<file path="src/rtl/bank_seq_pkg.sv">
// Shared types and constants for the 6509-style bank sequencer.
// The state encoding is visible on the debug port, so the values are fixed.
package bank_seq_pkg;

  typedef enum logic [2:0] {
    IDLE  = 3'd0,
    OPND  = 3'd1,
    PTRL  = 3'd2,
    PTRH  = 3'd3,
    DATA1 = 3'd4,
    DATA2 = 3'd5
  } state_t;

  localparam logic [7:0]  OPC_LDA_IY_DEF   = 8'hB1;
  localparam logic [7:0]  OPC_STA_IY_DEF   = 8'h91;
  localparam logic [3:0]  BANK_RESET_DEF   = 4'hF;
  localparam logic [14:0] BANK_REG_ADDR_HI = 15'h0000;

  // True for $0000/$0001, the two bank registers.
  function automatic logic is_bank_reg(input logic [15:0] addr);
    return (addr[15:1] == BANK_REG_ADDR_HI);
  endfunction

endpackage

</file>
<file path="src/rtl/bank_reg.sv">
// 4-bit bank register with write enable and asynchronous active-high reset.
module bank_reg #(
  parameter logic [3:0] RESET_VAL = 4'hF
) (
  input  logic       i_clk,
  input  logic       i_rst,
  input  logic       i_we,
  input  logic [3:0] i_d,
  output logic [3:0] o_q
);

  logic [3:0] r_q;

  // NOTE: clocked state is always updated with non-blocking '<=' so every
  // flop samples the pre-edge values regardless of statement order.
  always_ff @(posedge i_clk or posedge i_rst) begin
    if (i_rst) begin
      r_q <= RESET_VAL;
    end else if (i_we) begin
      r_q <= i_d;
    end
  end

  assign o_q = r_q;

endmodule

</file>
<file path="src/rtl/bank_sequencer.sv">
// Bank controller letting a 6502 stand in for a 6509: owns the $0000/$0001
// bank registers and steers address_bank per bus cycle of (zp),Y loads/stores.
module bank_sequencer
  import bank_seq_pkg::*;
#(
  parameter logic [3:0] BANK_RESET = BANK_RESET_DEF,
  parameter logic [7:0] OPC_LDA_IY = OPC_LDA_IY_DEF,
  parameter logic [7:0] OPC_STA_IY = OPC_STA_IY_DEF
) (
  input  logic        clock,
  input  logic        reset,
  input  logic        phi2,
  input  logic        rdy,
  input  logic        sync,
  input  logic        r_w,
  input  logic [15:0] address_cpu,
  input  logic [7:0]  data_in,
  output logic [7:0]  data_out,
  output logic        data_oe,
  output logic [3:0]  address_bank,
  output logic        sel_indirect,
  output logic [2:0]  state
);

  state_t     r_state;
  state_t     w_state_nxt;
  logic       r_is_sta;
  logic       w_is_sta_nxt;

  logic       w_adv;
  logic       w_reg_hit;
  logic       w_we0;
  logic       w_we1;
  logic       w_is_iy_opc;
  logic [3:0] w_bank0;
  logic [3:0] w_bank1;

  // NMOS 6502 ignores RDY on write cycles, so writes always advance.
  assign w_adv       = rdy | ~r_w;
  assign w_reg_hit   = is_bank_reg(address_cpu);
  assign w_we0       = w_adv & w_reg_hit & ~r_w & ~address_cpu[0];
  assign w_we1       = w_adv & w_reg_hit & ~r_w &  address_cpu[0];
  assign w_is_iy_opc = (data_in == OPC_LDA_IY) || (data_in == OPC_STA_IY);

  bank_reg #(.RESET_VAL(BANK_RESET)) u_bank0 (
    .i_clk (clock),
    .i_rst (reset),
    .i_we  (w_we0),
    .i_d   (data_in[3:0]),
    .o_q   (w_bank0)
  );

  bank_reg #(.RESET_VAL(BANK_RESET)) u_bank1 (
    .i_clk (clock),
    .i_rst (reset),
    .i_we  (w_we1),
    .i_d   (data_in[3:0]),
    .o_q   (w_bank1)
  );

  // NOTE: combinational blocks use blocking '=' and assign every output a
  // default first, so no path through the block leaves a latch behind.
  always_comb begin
    w_state_nxt  = r_state;
    w_is_sta_nxt = r_is_sta;
    if (w_adv) begin
      if (sync) begin
        // An opcode fetch resyncs from any state, aborting a stale sequence.
        if (w_is_iy_opc) begin
          w_state_nxt  = OPND;
          w_is_sta_nxt = (data_in == OPC_STA_IY);
        end else begin
          w_state_nxt  = IDLE;
        end
      end else begin
        unique case (r_state)
          IDLE:    w_state_nxt = IDLE;
          OPND:    w_state_nxt = PTRL;
          PTRL:    w_state_nxt = PTRH;
          PTRH:    w_state_nxt = DATA1;
          DATA1:   w_state_nxt = DATA2;
          DATA2:   w_state_nxt = IDLE;
          default: w_state_nxt = IDLE;
        endcase
      end
    end
  end

  always_ff @(posedge clock or posedge reset) begin
    if (reset) begin
      r_state  <= IDLE;
      r_is_sta <= 1'b0;
    end else begin
      r_state  <= w_state_nxt;
      r_is_sta <= w_is_sta_nxt;
    end
  end

  // In DATA2 a load is either a page-cross fix-up (sync=0) or already the
  // next opcode fetch (sync=1); a store's DATA2 is always its write cycle.
  always_comb begin
    sel_indirect = 1'b0;
    unique case (r_state)
      DATA1:   sel_indirect = 1'b1;
      DATA2:   sel_indirect = r_is_sta | ~sync;
      default: sel_indirect = 1'b0;
    endcase
  end

  assign address_bank = sel_indirect ? w_bank1 : w_bank0;
  assign state        = r_state;

  assign data_oe  = ~reset & r_w & phi2 & w_reg_hit;
  assign data_out = {4'hF, (address_cpu[0] ? w_bank1 : w_bank0)};

endmodule
</file>
<file path="config.mk">
export PLATFORM = sky130hd
export DESIGN_NAME = bank_sequencer
export DESIGN_NICKNAME = d
export VERILOG_FILES = /design/src/rtl/bank_seq_pkg.sv /design/src/rtl/bank_reg.sv /design/src/rtl/bank_sequencer.sv
export SDC_FILE = /design/constraint.sdc
export NUM_CORES = 1
export LEC_CHECK = 0
export ABC_AREA = 1
export BUFFER_PORTS_ARGS = -buffer_cell sky130_fd_sc_hd__clkbuf_2
export CAP_MARGIN = 20
export CORE_MARGIN = 2
export CORE_UTILIZATION = 43
export CTS_CLUSTER_DIAMETER = 50
export DETAILED_ROUTE_END_ITERATION = 8
export PLACE_DENSITY = 0.79
export SETUP_SLACK_MARGIN = 0.15
export SYNTH_ARGS = -nofsm -noshare
export SYNTH_HDL_FRONTEND = slang
export SYNTH_HIERARCHICAL = 1
export SYNTH_SLANG_ARGS = --single-unit
</file>
<file path="constraint.sdc">
create_clock -name clock -period 1.1 [get_ports clock]
set_input_delay 0.11 -clock clock [delete_from_list [all_inputs] [get_ports clock]]
set_output_delay 0.11 -clock clock [all_outputs]
set_load 0.005 [all_outputs]
</file>
==> impl_summary.md <==
Run status
The run finished, with violations left. The checks that failed: negative setup slack.

Detailed routing
The starting DRC count in detailed routing is 9. The final routed wirelength across all metal layers is around 2200 um. The via count of the routed design is 980.

The number of nets with antenna violations after routing is 0. After detailed routing, the number of remaining DRC violations is 0. The vias per cell is 4.60. The first-pass detailed-route iteration total is 4. The detail-routed net length per standard cell is about 10 um.

Floorplanning
The die is roughly 48 um wide. The I/O pin count is 47. The floorplan step defined a die boundary enclosing roughly 2300 um^2.

The initial utilization of the core area, before any placement, comes to 0.471. The floorplan has 15 rows. The core region area is around 1800 um^2.

In this run the vertical extent of the chip is around 48 um.

Synth
The biggest area contributor in the post-synthesis netlist is sky130_fd_sc_hd__dfstp_2. The share of Yosys cell area claimed by the top area cell type is 0.253. The synthesized netlist occupies a cell area of approximately 830 um^2. The post-synthesis average cell area is ~6.3 um^2.

In the post-synthesis netlist, the biggest area contributors are sky130_fd_sc_hd__dfstp_2 (25%), sky130_fd_sc_hd__nand2_1 (23%), sky130_fd_sc_hd__dfrtp_1 (12%), sky130_fd_sc_hd__inv_1 (8.6%), sky130_fd_sc_hd__nor2_1 (7.7%). The netlist uses 20 different library cells. The Yosys step of the flow raised 6 warnings. The share of the Yosys chip area taken by registers is 0.373. Counting flops and latches in the post-synthesis netlist gives 12. The gate count of the mapped netlist is between 100 and 150.

Timing
The portion of the clock cycle consumed by the worst path in the final layout is 1.22. The top achievable clock speed is between 700 and 800 MHz. The final hold violation count is 0. The final-report max-slew violation count came to 0. Adding up every negative setup slack in the final design gives -1.32 ns. Setup repair after global routing could not meet its margin everywhere. Setup violations remaining at the end of the flow were counted as 9. The clock period minus worst slack is 1.35 ns. Clock skew on the completed layout was measured at ~0.0047 ns.

Across all setup checks in the final design, the least slack found is -0.246 ns.

GRT
Entering global routing, the biggest net connects 7 pins. The first-pass GRT wire length is ~3400 um. In the global route stage, overall resource usage came out at 0.215. The number of antenna violations at the first check in global routing is 0. Summed over all layers, the global routing overflow is 0. The via count of the first global-routing pass is ~880.

Placement
The setup slack after placement is 0.0105 ns. Detailed placement ended at an HPWL of between 1500 and 2000 um. The port buffer count is between 40 and 50. The number of placed instances, taps included is roughly 200.

The routability congestion estimate is 0.770.

Finish
The number of nets in the final layout is 220. The fraction of layout instances using a drive strength above 1 is 0.441. The repair_antennas step left the layout with diodes totalling 0.

The top cell types in the final layout, fill and taps aside, are sky130_fd_sc_hd__nand2_1 (45), sky130_fd_sc_hd__clkbuf_2 (31), sky130_fd_sc_hd__nor2_1 (17). Measured on the finished design, the core utilization comes to 0.685. The signed area change from the synthesized netlist to the final layout is 45.5%. The final-layout fill cell count is 176. Leaving out fill and tap cells, the most frequent cell in the layout is sky130_fd_sc_hd__nand2_1. Excluding fillers, the count of instances in the completed layout stands at 213.

Critical path
The critical path arrival is ~1.2 ns. The type of element launching the critical path is a flop. The worst setup path is captured at a primary output. Traced cell by cell, the critical path runs through inv_2, nand2_2, inv_2, nand2_4, inv_6, nand2_2, o21ai_2, buf_2. The maximum fanout along the worst path is 5. The minimum setup slack among reg-to-reg paths is between 0.15 and 0.2 ns. The number of cells on the worst reg-to-reg path is 5. The launch point of the worst path is state[1]. The worst register-to-register path begins at state[0]. The largest incremental delay on the critical path is between 0.3 and 0.4 ns. The type of the worst setup path is flop to primary output. For the worst setup path, the data required time is around 0.99 ns. The standard cell with the maximum stage delay on the critical path is sky130_fd_sc_hd__dfrtp_1.

Clocking
The cell sitting at the root of the clock tree is a sky130_fd_sc_hd__clkbuf_4. The total clock buffers created by CTS is 3. CTS built an H-tree with a depth of 1.

The clock tree from TritonCTS is done. The number of sinks on the clock net is 12. The clock-pin slew on the worst setup and hold paths is 0.07 ns. The insertion delay of the later-clocked pin in the worst-skew pair is roughly 0.27 ns.

The maximum clock insertion buffer count is 2.

Job
The max-capacitance violation count is 0.

Power and ir drop
VDD sags by at most 0.688 mV. The design draws approximately 1.1 mW. The power density of the placed cells is 910 nW/um^2. In this run the static leakage power is slightly below 0.7 nW.

Min path
Counting instances, the worst hold path has a depth of 3. The classification of the worst-slack hold path is primary input to flop. The start point of the worst hold path is data_in[0].
==> where the power goes <==
group | internal (mW) | switching (mW) | leakage, nW
combinational | 0.180 | 0.176 | 0.539
clock | 0.127 | 0.139 | 0.0138
sequential | 0.462 | 0.0163 | 0.138
total | 0.768 | 0.331 | 0.690
==> cell type report <==
cell class | count | area, um^2 | area share
Clock buffer | 3 | 22.5 | 0.0186
Inverter | 24 | 95.1 | 0.0787
Multi-Input combinational cell | 95 | 422 | 0.349
Sequential cell | 12 | 310 | 0.257
Tap cell | 25 | 31.3 | 0.0259
Timing Repair Buffer | 54 | 328 | 0.271
==> worst max-delay path, delay by kind of cell, from the launching register on <==
| family | cells | cell delay, ns |
|---|---|---|
| AOI/OAI and AO/OA | 1 | 0.04 |
| buffers and inverters | 4 | 0.33 |
| DFF | 1 | 0.39 |
| and+or+nand+nor | 3 | 0.19 |
==> layer usage <==
metal / up-vias / routed length [um] / track usage
met1: 436 / 869 / 0.229
met3: 6 / 125 / 0.0302
met4: 0 / 53 / 0.114
met5: - / 0 / 0
li1: 501 / - / -
met2: 37 / 1170 / 0.403
==> synthesized netlist by cell type, drive strengths merged <==
cell type   n
dfrtp       4
inv        24
nand3       7
nor2       18
xnor2       1
dfstp       8
conb        1
o21ai      10
nor3        1
buf         4
o22ai       1
nand2      52
nand4       1
==> registers in the layout, indices dropped and copies added, names as in the netlist <==
name and cells:
u_bank0/o_q 4, r_is_sta 1, state 3, u_bank1/o_q 4
==> metrics by stage <==
step / hold slack (ns) / instance area [um^2]
final: 0.0576 / 1210
after global routing: 0.0651 / 1210
after CTS: 0.0535 / 1160
after detailed placement: 0.0311 / 1090
after global placement: 0.0335 / 1090
after floorplan: -0.116 / 845
==> cell families (layout without fill, tap and decap cells) <==
kind of cell	count (synthesis)	in the layout	synth area share
simple gates	79	79	0.387
buf+inv	28	81	0.148
flops	12	12	0.373
compound gates	11	11	0.0768
other cells	1	4	0.00451
xor+xnor	1	1	0.0105
==> final timing paths <==
| path | to |
|---|---|
| worst max-delay path | address_bank[3] |
| worst max register to register | state[2] |
| worst min-delay path | u_bank0/o_q[0] |
| min in group asynchronous | state[1] |
| max in group asynchronous | u_bank1/o_q[3] |
| worst min register to register | u_bank0/o_q[3] |
==> repair_timing <==
action | CTS | global route
endpoints found under the hold margin | 12 | 0
gates resized for setup | 8 | 19
pin swaps | 4 | 5
cloned | 0 | 0
buffers inserted | 4 | 2
endpoints found under the setup margin | 12 | 13
hold buffers | 2 | 0
Note: power is estimated with default switching activity, not from simulation.
